==> src/rtl/gameover_sequencer.sv <==
// gameover_sequencer
//   Sequences a game through idle, play, a frozen death hold and a blinking
//   game-over screen, then back to play on a (locked-out) button press.
//
//   state | meaning
//   ------+-------------------------------------------------------------
//   IDLE  | waiting for first start press; nothing runs
//   PLAY  | gameplay advances; a collision freezes the screen
//   DEATH | screen frozen for HOLD_FRAMES frames
//   OVER  | game-over text blinks; restart allowed after LOCK_FRAMES
//
// Ports
//   clk         system clock (shared with VGA sync / ROM logic)
//   reset       synchronous active-high reset
//   frame_tick  one-cycle pulse per video frame
//   collision   level, player overlaps a hazard
//   btn         debounced start/restart button level
//   game_en     registered, high in PLAY
//   gameover_en registered, game-over text gate (blink phase in OVER)
//   restart     registered one-cycle pulse clearing the game state
//   state       current state (IDLE=0, PLAY=1, DEATH=2, GAMEOVER=3)

module gameover_sequencer #(
  parameter int HOLD_FRAMES  = 60,
  parameter int BLINK_FRAMES = 30,
  parameter int LOCK_FRAMES  = 90
) (
  input  logic       clk,
  input  logic       reset,
  input  logic       frame_tick,
  input  logic       collision,
  input  logic       btn,
  output logic       game_en,
  output logic       gameover_en,
  output logic       restart,
  output logic [1:0] state
);

  localparam int MAX_HB = (HOLD_FRAMES > BLINK_FRAMES) ? HOLD_FRAMES : BLINK_FRAMES;
  localparam int MAX_P  = (MAX_HB > LOCK_FRAMES) ? MAX_HB : LOCK_FRAMES;
  localparam int CNT_W  = $clog2(MAX_P) + 1;

  localparam logic [CNT_W-1:0] HOLD_LAST  = CNT_W'(HOLD_FRAMES - 1);
  localparam logic [CNT_W-1:0] BLINK_LAST = CNT_W'(BLINK_FRAMES - 1);
  localparam logic [CNT_W-1:0] LOCK_MAX   = CNT_W'(LOCK_FRAMES);
  localparam logic [CNT_W-1:0] CNT_ONE    = CNT_W'(1);
  localparam logic [CNT_W-1:0] CNT_ZERO   = '0;

  typedef enum logic [1:0] {
    S_IDLE     = 2'd0,
    S_PLAY     = 2'd1,
    S_DEATH    = 2'd2,
    S_GAMEOVER = 2'd3
  } state_t;

  state_t           r_state;
  logic             r_btn_q;
  logic [CNT_W-1:0] r_frame_cnt;  // death hold count, reused as blink count
  logic [CNT_W-1:0] r_lock_cnt;
  logic             r_blink_phase;
  logic             r_game_en;
  logic             r_gameover_en;
  logic             r_restart;

  state_t           w_state_nxt;
  logic [CNT_W-1:0] w_frame_cnt_nxt;
  logic [CNT_W-1:0] w_lock_cnt_nxt;
  logic             w_blink_nxt;
  logic             w_restart_nxt;
  logic             w_btn_edge;

  assign w_btn_edge = btn & ~r_btn_q;

  always_comb begin
    w_state_nxt     = r_state;
    w_frame_cnt_nxt = r_frame_cnt;
    w_lock_cnt_nxt  = r_lock_cnt;
    w_blink_nxt     = r_blink_phase;
    w_restart_nxt   = 1'b0;
    case (r_state)
      S_IDLE: begin
        if (w_btn_edge) begin
          w_state_nxt   = S_PLAY;
          w_restart_nxt = 1'b1;
        end
      end
      S_PLAY: begin
        // A tick in the same cycle as the collision is deliberately not counted.
        if (collision) begin
          w_state_nxt     = S_DEATH;
          w_frame_cnt_nxt = CNT_ZERO;
        end
      end
      S_DEATH: begin
        if (frame_tick) begin
          if (r_frame_cnt == HOLD_LAST) begin
            w_state_nxt     = S_GAMEOVER;
            w_frame_cnt_nxt = CNT_ZERO;
            w_lock_cnt_nxt  = CNT_ZERO;
            w_blink_nxt     = 1'b1;
          end else begin
            w_frame_cnt_nxt = r_frame_cnt + CNT_ONE;
          end
        end
      end
      S_GAMEOVER: begin
        if (frame_tick) begin
          if (r_frame_cnt == BLINK_LAST) begin
            w_frame_cnt_nxt = CNT_ZERO;
            w_blink_nxt     = ~r_blink_phase;
          end else begin
            w_frame_cnt_nxt = r_frame_cnt + CNT_ONE;
          end
          if (r_lock_cnt != LOCK_MAX) begin
            w_lock_cnt_nxt = r_lock_cnt + CNT_ONE;
          end
        end
        // Lock is judged on the registered count, so a press on the tick
        // that completes the lock period is still ignored.
        if (w_btn_edge && (r_lock_cnt == LOCK_MAX)) begin
          w_state_nxt   = S_PLAY;
          w_restart_nxt = 1'b1;
        end
      end
      default: w_state_nxt = S_IDLE;
    endcase
  end

  always_ff @(posedge clk) begin
    if (reset) begin
      r_state       <= S_IDLE;
      r_btn_q       <= btn;
      r_frame_cnt   <= CNT_ZERO;
      r_lock_cnt    <= CNT_ZERO;
      r_blink_phase <= 1'b0;
      r_game_en     <= 1'b0;
      r_gameover_en <= 1'b0;
      r_restart     <= 1'b0;
    end else begin
      r_state       <= w_state_nxt;
      r_btn_q       <= btn;
      r_frame_cnt   <= w_frame_cnt_nxt;
      r_lock_cnt    <= w_lock_cnt_nxt;
      r_blink_phase <= w_blink_nxt;
      r_game_en     <= (w_state_nxt == S_PLAY);
      r_gameover_en <= (w_state_nxt == S_GAMEOVER) && w_blink_nxt;
      r_restart     <= w_restart_nxt;
    end
  end

  assign game_en     = r_game_en;
  assign gameover_en = r_gameover_en;
  assign restart     = r_restart;
  assign state       = r_state;

endmodule

==> config.mk <==
export PLATFORM = sky130hd
export DESIGN_NAME = gameover_sequencer
export DESIGN_NICKNAME = d
export VERILOG_FILES = /design/src/rtl/gameover_sequencer.sv
export SDC_FILE = /design/constraint.sdc
export NUM_CORES = 1
export LEC_CHECK = 0
export CORE_UTILIZATION = 45
export CTS_CLUSTER_DIAMETER = 60
export DETAILED_ROUTE_END_ITERATION = 12
export HOLD_SLACK_MARGIN = 0.1
export PLACE_DENSITY = 0.64
export SYNTH_ARGS = -nofsm -noshare
export SYNTH_HDL_FRONTEND = slang
export SYNTH_SLANG_ARGS = --single-unit
==> constraint.sdc <==
create_clock -name clk -period 1.87 [get_ports clk]
set_input_delay 0.4675 -clock clk [delete_from_list [all_inputs] [get_ports clk]]
set_output_delay 0.4675 -clock clk [all_outputs]
set_load 0.005 [all_outputs]
# ---- Word-level counts from Yosys, hierarchy flattened
# Cells that the tools add are included.
dict set report word_totals {
  reg_bits 23
  output_inout_bits 5
  elab_cells 59
}
dict set report op_classes {
  add_sub_neg 2
  n_eq_ne 14
  mux 25
  bitwise 3
  reduce_logical 7
}
# op count
set op_table {}
lappend op_table {{8-bit two-way mux} 9}
lappend op_table {{8-bit one-hot mux with 3 select lines} 1}
lappend op_table {{8-bit by 1-bit adder with 8-bit output, second input constant} 2}
lappend op_table {{8-bit one-hot mux with 2 select lines} 1}
lappend op_table {{2-bit two-way mux} 5}
lappend op_table {{2-bit inequality test, second input constant} 5}
lappend op_table {{8-bit by 5-bit == test with 1-bit output, second input constant} 1}
lappend op_table {{8-bit by 6-bit == test with 1-bit output, second input constant} 1}
lappend op_table {{8-bit by 7-bit == test with 1-bit output, second input constant} 1}
lappend op_table {{8-bit by 7-bit inequality test with 1-bit output, second input constant} 1}
lappend op_table {{2-bit one-hot mux with 4 select lines} 1}
lappend op_table {{2-bit == test, second input constant} 3}
lappend op_table {{1-bit two-way mux} 6}
lappend op_table {{5-bit AND reduction} 1}
lappend op_table {{2-bit by 1-bit == test with 1-bit output, second input constant} 2}
lappend op_table {{1-bit one-hot mux with 2 select lines} 2}
lappend op_table {{4-bit AND reduction} 1}
lappend op_table {{3-bit nonzero test} 1}
lappend op_table {{1-bit logical AND} 2}
lappend op_table {{2-bit logical NOT} 1}
lappend op_table {{1-bit NOT} 2}
lappend op_table {{2-bit nonzero test} 1}
lappend op_table {{1-bit bitwise AND} 1}

# ---- Logic depth before layout (Yosys ltp)
dict set report logic_depth {
  ltp_word 7
  depth_mapped 7
}

# ---- Least setup slack after synthesis
# No wires, ideal clock.
dict set report synth_timing {
  kind {flip-flop to flip-flop}
  startpoint {register r_state[1], in the netlist state[1]}
  endpoint {register r_game_en, in the netlist game_en}
  t_arrival_ps 2006
  required_time_ps 1810
  path_slack_ps -196
  stages_incl_launch_ff 7
  path_buffers 0
  path_cell_list {dfxtp_1 -> inv_1 -> ha_1 -> or4b_1 -> or4b_1 -> a31oi_2 -> and3b_1}
}
dict set report synth_between {
  elab_chain_cells 4
}
# element line_no
set synth_rtl {}
lappend synth_rtl {{from (decl)} 56} ;# state_t r_state;
lappend synth_rtl {{from (signal assigned)} 140} ;# r_state <= w_state_nxt;
lappend synth_rtl {{2-bit two-way mux} 96} ;# if (r_frame_cnt == HOLD_LAST) begin
lappend synth_rtl {{2-bit two-way mux} 95} ;# if (frame_tick) begin
lappend synth_rtl {{2-bit one-hot mux with 4 select lines (*)} 80} ;# case (r_state)
lappend synth_rtl {{2-bit by 1-bit == test with 1-bit output (*)} 145} ;# r_game_en <= (w_state_nxt == S_PLAY);
lappend synth_rtl {{to (signal assigned)} 145}
lappend synth_rtl {{to (decl)} 61} ;# logic r_game_en;
# Mark *: on every way between the ends. The rest lies on a longest branch, timed or not.
# A chain may end at the register's enable or synchronous reset.

# ---- Worst setup path in the final report
# Same ends and word-level chain as after synthesis.

==> flow_metrics.py <==
metrics = {
    "sta": {
        "fin_ws_ns": -0.116,
        "rsz0062_at_grt": "true",
        "post-route-min-period_ns": 1.99,
        "max_clock_freq_mhz": 504,
        "post-route-period-util_pct": 106,
        "tightest_slew_ns": 0.439,
        "slew_headroom_pct": 70.0,
        "finClkSkew_ns": 0.00177,
        "setup_viol": 10,
        "hold_viol_final": 0,
        "slew_violations": 0,
    },
    "finish": {
        "final_util_pct": 64.0,
        "n_antenna_cell": 0,
        "drive_gt1_share_pct": 23.0,
        "seqCellArea_um2": 465,
        "area_growth_pct": 30.4,
        "nNetsFinal": 220,
        "instances_no_fill": 235,
        "fill_cells": 250,
        "multi_input_area_um2": 947,
    },
    "power_and_ir_drop": {
        "powerDensity_mw_per_mm2": 472,
        "p_comb_share_pct": 13.7,
        "power_uw": 862,
        "p_switching_uw": 226,
        "power_switching_share_pct": 26.2,
        "seq_power_share_pct": 58.0,
        "leakage_nw": 0.687,
        "internal_power_uw": 636,
        "vdd_ir_drop_max_uv": 344,
        "clock_power_share_pct": 28.3,
    },
    "synth": {
        "ys_seq_elements": 23,
        "async_flop_share_pct": 0,
        "synth_edf_count": 0,
        "ys.flop_type": "dfxtp_1",
        "ys_seq_area_share_pct": 32.9,
        "synth_area_mm2": 0.00140,
        "syn_nets": 184,
        "ys_warn_count": 0,
        "avgSynthCellArea_um2": 8.29,
        "ys_types": 46,
        "postSynthCellCount": 169,
    },
    "clock_tree": {
        "cts_sinks": 23,
        "clockRootBuffer": "clkbuf_4",
        "numCtsBuffers": 3,
        "cts_tree": "yes",
        "holdBufCountCts": 0,
        "cts_buffer_depth": 2,
        "clk-insertion-delay-late_ns": 0.32,
        "cts.clk_slew.worst_paths_ns": 0.14,
        "h-tree-depth": 1,
    },
    "floorplanning": {
        "start_util_pct": 49.1,
        "die-height_um": 57.8,
        "io_pins": 10,
        "die_w_um": 57.8,
        "die_area_mm2": 0.00334,
        "floorplan.rows": 19,
        "core_area_mm2": 0.00285,
    },
    "grt": {
        "grt_pass1_wl_um": 5710,
        "grt_use_total_pct": 21.2,
        "antenna_found_initial": 0,
        "grt_max_degree": 14,
        "first_global_vias": 1337,
        "grt-ovfl-total": 0,
    },
    "placed_design": {
        "routabilityCongestion": 0.820,
        "port_buffers": 9,
        "hpwl_um": 2570,
        "dp.cells": 229,
    },
    "worst_setup_path": {
        "crit_buf_inv": 1,
        "end_kind": "register",
        "worstPathRequired_ns": 2.14,
        "max_stage_delay_ns": 0.51,
        "cp_data_arrival_time_ns": 2.26,
        "start_kind": "register",
        "cp_top_family": "simple AND/OR/NAND/NOR gates",
        "critPathSlowestCell": "or4b_4",
        "crit_fanout": 3,
        "path_class": "reg -> reg",
        "critical_path.cell_chain": "inv_4 > ha_4 > or4b_1 > or4b_4 > a31oi_4 > and3b_1",
    },
    "route": {
        "drt_first_pass_iters": 4,
        "drc": 0,
        "num_vias": 1442,
        "drt_iter0_drc": 70,
        "wire_per_inst_um": 14.8,
        "via_per_inst": 6.14,
        "ant_nets": 0,
        "drt-total-wl_um": 3470,
    },
    "status": {
        "violations": "setup timing",
        "outcome": "finished, violations left",
    },
    "min_path": {
        "hp-class": "reg -> reg",
    },
    "flow_run": {
        "max_cap_violations": 0,
    },
}
-- synthesized netlist by cell type, drive strengths merged (2+ instances only) --
| cell | count | share of area (%) |
|---|---|---|
| dfxtp | 23 | 33 |
| a21oi | 18 | 6.4 |
| inv | 14 | 3.7 |
| nand2 | 11 | 2.9 |
| ha | 10 | 8.9 |
| o21ai | 10 | 3.6 |
| nor2 | 7 | 1.9 |
| a31oi | 6 | 3.1 |
| nand3 | 6 | 2.1 |
| or4 | 5 | 2.7 |
| o31ai | 4 | 2.1 |
| or3 | 4 | 1.8 |
| a211o | 3 | 1.9 |
| and2 | 3 | 1.3 |
| clkbuf | 3 | 0.89 |
| nor2b | 3 | 1.3 |
| nor3 | 3 | 1.1 |
| a221o | 2 | 1.4 |
| and3 | 2 | 0.89 |
| buf | 2 | 0.71 |
| nand3b | 2 | 1.1 |
| nand4 | 2 | 0.89 |
| nand4b | 2 | 1.3 |
| o211ai | 2 | 1.1 |
| o21a | 2 | 1.1 |
| o21bai | 2 | 1.1 |
| or4b | 2 | 1.4 |
-- layout make-up --
type / instances / area share (%)
Inverter: 14 / 3.01
Tap cell: 31 / 2.12
Multi-Input combinational cell: 127 / 51.8
Timing Repair Buffer: 36 / 16.0
Sequential cell: 23 / 25.5
Clock inverter: 1 / 0.274
Clock buffer: 3 / 1.23
-- power by group through the flow --
stage | combinational, mW | sequential [mW] | clock (mW)
2_1_floorplan | 0.0464 | 0.511 | 0
3_3_place_gp | 0.105 | 0.509 | 0
3_5_place_dp | 0.106 | 0.510 | 0
4_1_cts | 0.114 | 0.500 | 0.248
5_1_grt | 0.128 | 0.501 | 0.259
6_report | 0.118 | 0.500 | 0.244
-- registers in the layout, indices dropped and copies added, names as in the netlist --
register / flops
gameover_en: 1
restart: 1
game_en: 1
r_btn_q: 1
state: 2
r_frame_cnt: 8
r_lock_cnt: 8
r_blink_phase: 1
-- timing repair --
item                                    4_1_cts  5_1_grt
pin swaps                                     3        6
endpoints found under the setup margin       11       16
gates cloned                                  0        0
setup buffers                                 1        1
resized for setup                            10        8
-- final timing paths --
| path | end | slack, ns | cells after the start | start |
|---|---|---|---|---|
| worst max-delay path | game_en$_SDFF_PP0_ | -0.12 | 6 | state[1]$_SDFF_PP0_ |
| worst min-delay path | r_frame_cnt[1]$_SDFFE_PP0P_ | 0.51 | 2 | r_frame_cnt[1]$_SDFFE_PP0P_ |
| worst max register to register | game_en$_SDFF_PP0_ | -0.12 | 6 | state[1]$_SDFF_PP0_ |
| worst min register to register | r_frame_cnt[1]$_SDFFE_PP0P_ | 0.51 | 2 | r_frame_cnt[1]$_SDFFE_PP0P_ |
-- per-layer routing --
metal / track usage (%) / wire (µm) / up-vias / share of wire (%)
met4: 6.80 / 22 / 0 / 0.63
met3: 2.23 / 138 / 4 / 4.0
met5: 0 / 0 / - / 0
met2: 34.8 / 1600 / 40 / 46
met1: 29.4 / 1710 / 689 / 49
li1: - / - / 709 / -
-- cell usage in the layout, fill, tap and decap left out, drive strengths merged, types with 3 or more instances in the layout --
| master | count |
|---|---|
| ha | 10 |
| nor2b | 3 |
| clkdlybuf4s50 | 9 |
| a31oi | 6 |
| o21ai | 10 |
| dfxtp | 23 |
| or4 | 5 |
| nand2 | 11 |
| a211o | 3 |
| nand3 | 6 |
| a21oi | 18 |
| nor2 | 7 |
| inv | 14 |
| and2 | 3 |
| buf | 27 |
| or3 | 4 |
| nor3 | 3 |
| clkbuf | 3 |
| o31ai | 4 |
-- through the flow --
stage               cell area, µm²  hold WS (ns)  TNS [ns]  setup WS, ns
floorplan                     1410         0.457   -0.0549       -0.0422
global placement              1700         0.475     -1.59        -0.168
detailed placement            1700         0.485     -2.16        -0.197
CTS                           1790         0.506    -0.324        -0.141
global route                  1830         0.533     -1.32        -0.157
finish                        1830         0.505    -0.457        -0.116
-- worst reg2reg max path, cell delays in order (launching register included) --
cell     delay [ns]
dfxtp_4        0.38
inv_4          0.04
ha_4           0.14
or4b_1         0.48
or4b_4         0.51
a31oi_4        0.20
and3b_1        0.18
-- cells by family (layout without fill, tap and decap cells) --
kind of cell	Yosys count	count (layout)	synth area share (%)
flops	23	23	32.9
buf+inv	19	54	5.36
fa+ha+maj	10	10	8.93
simple gates	61	61	26.9
compound gates	56	56	26.0
Power figures use the tool's default switching activity.
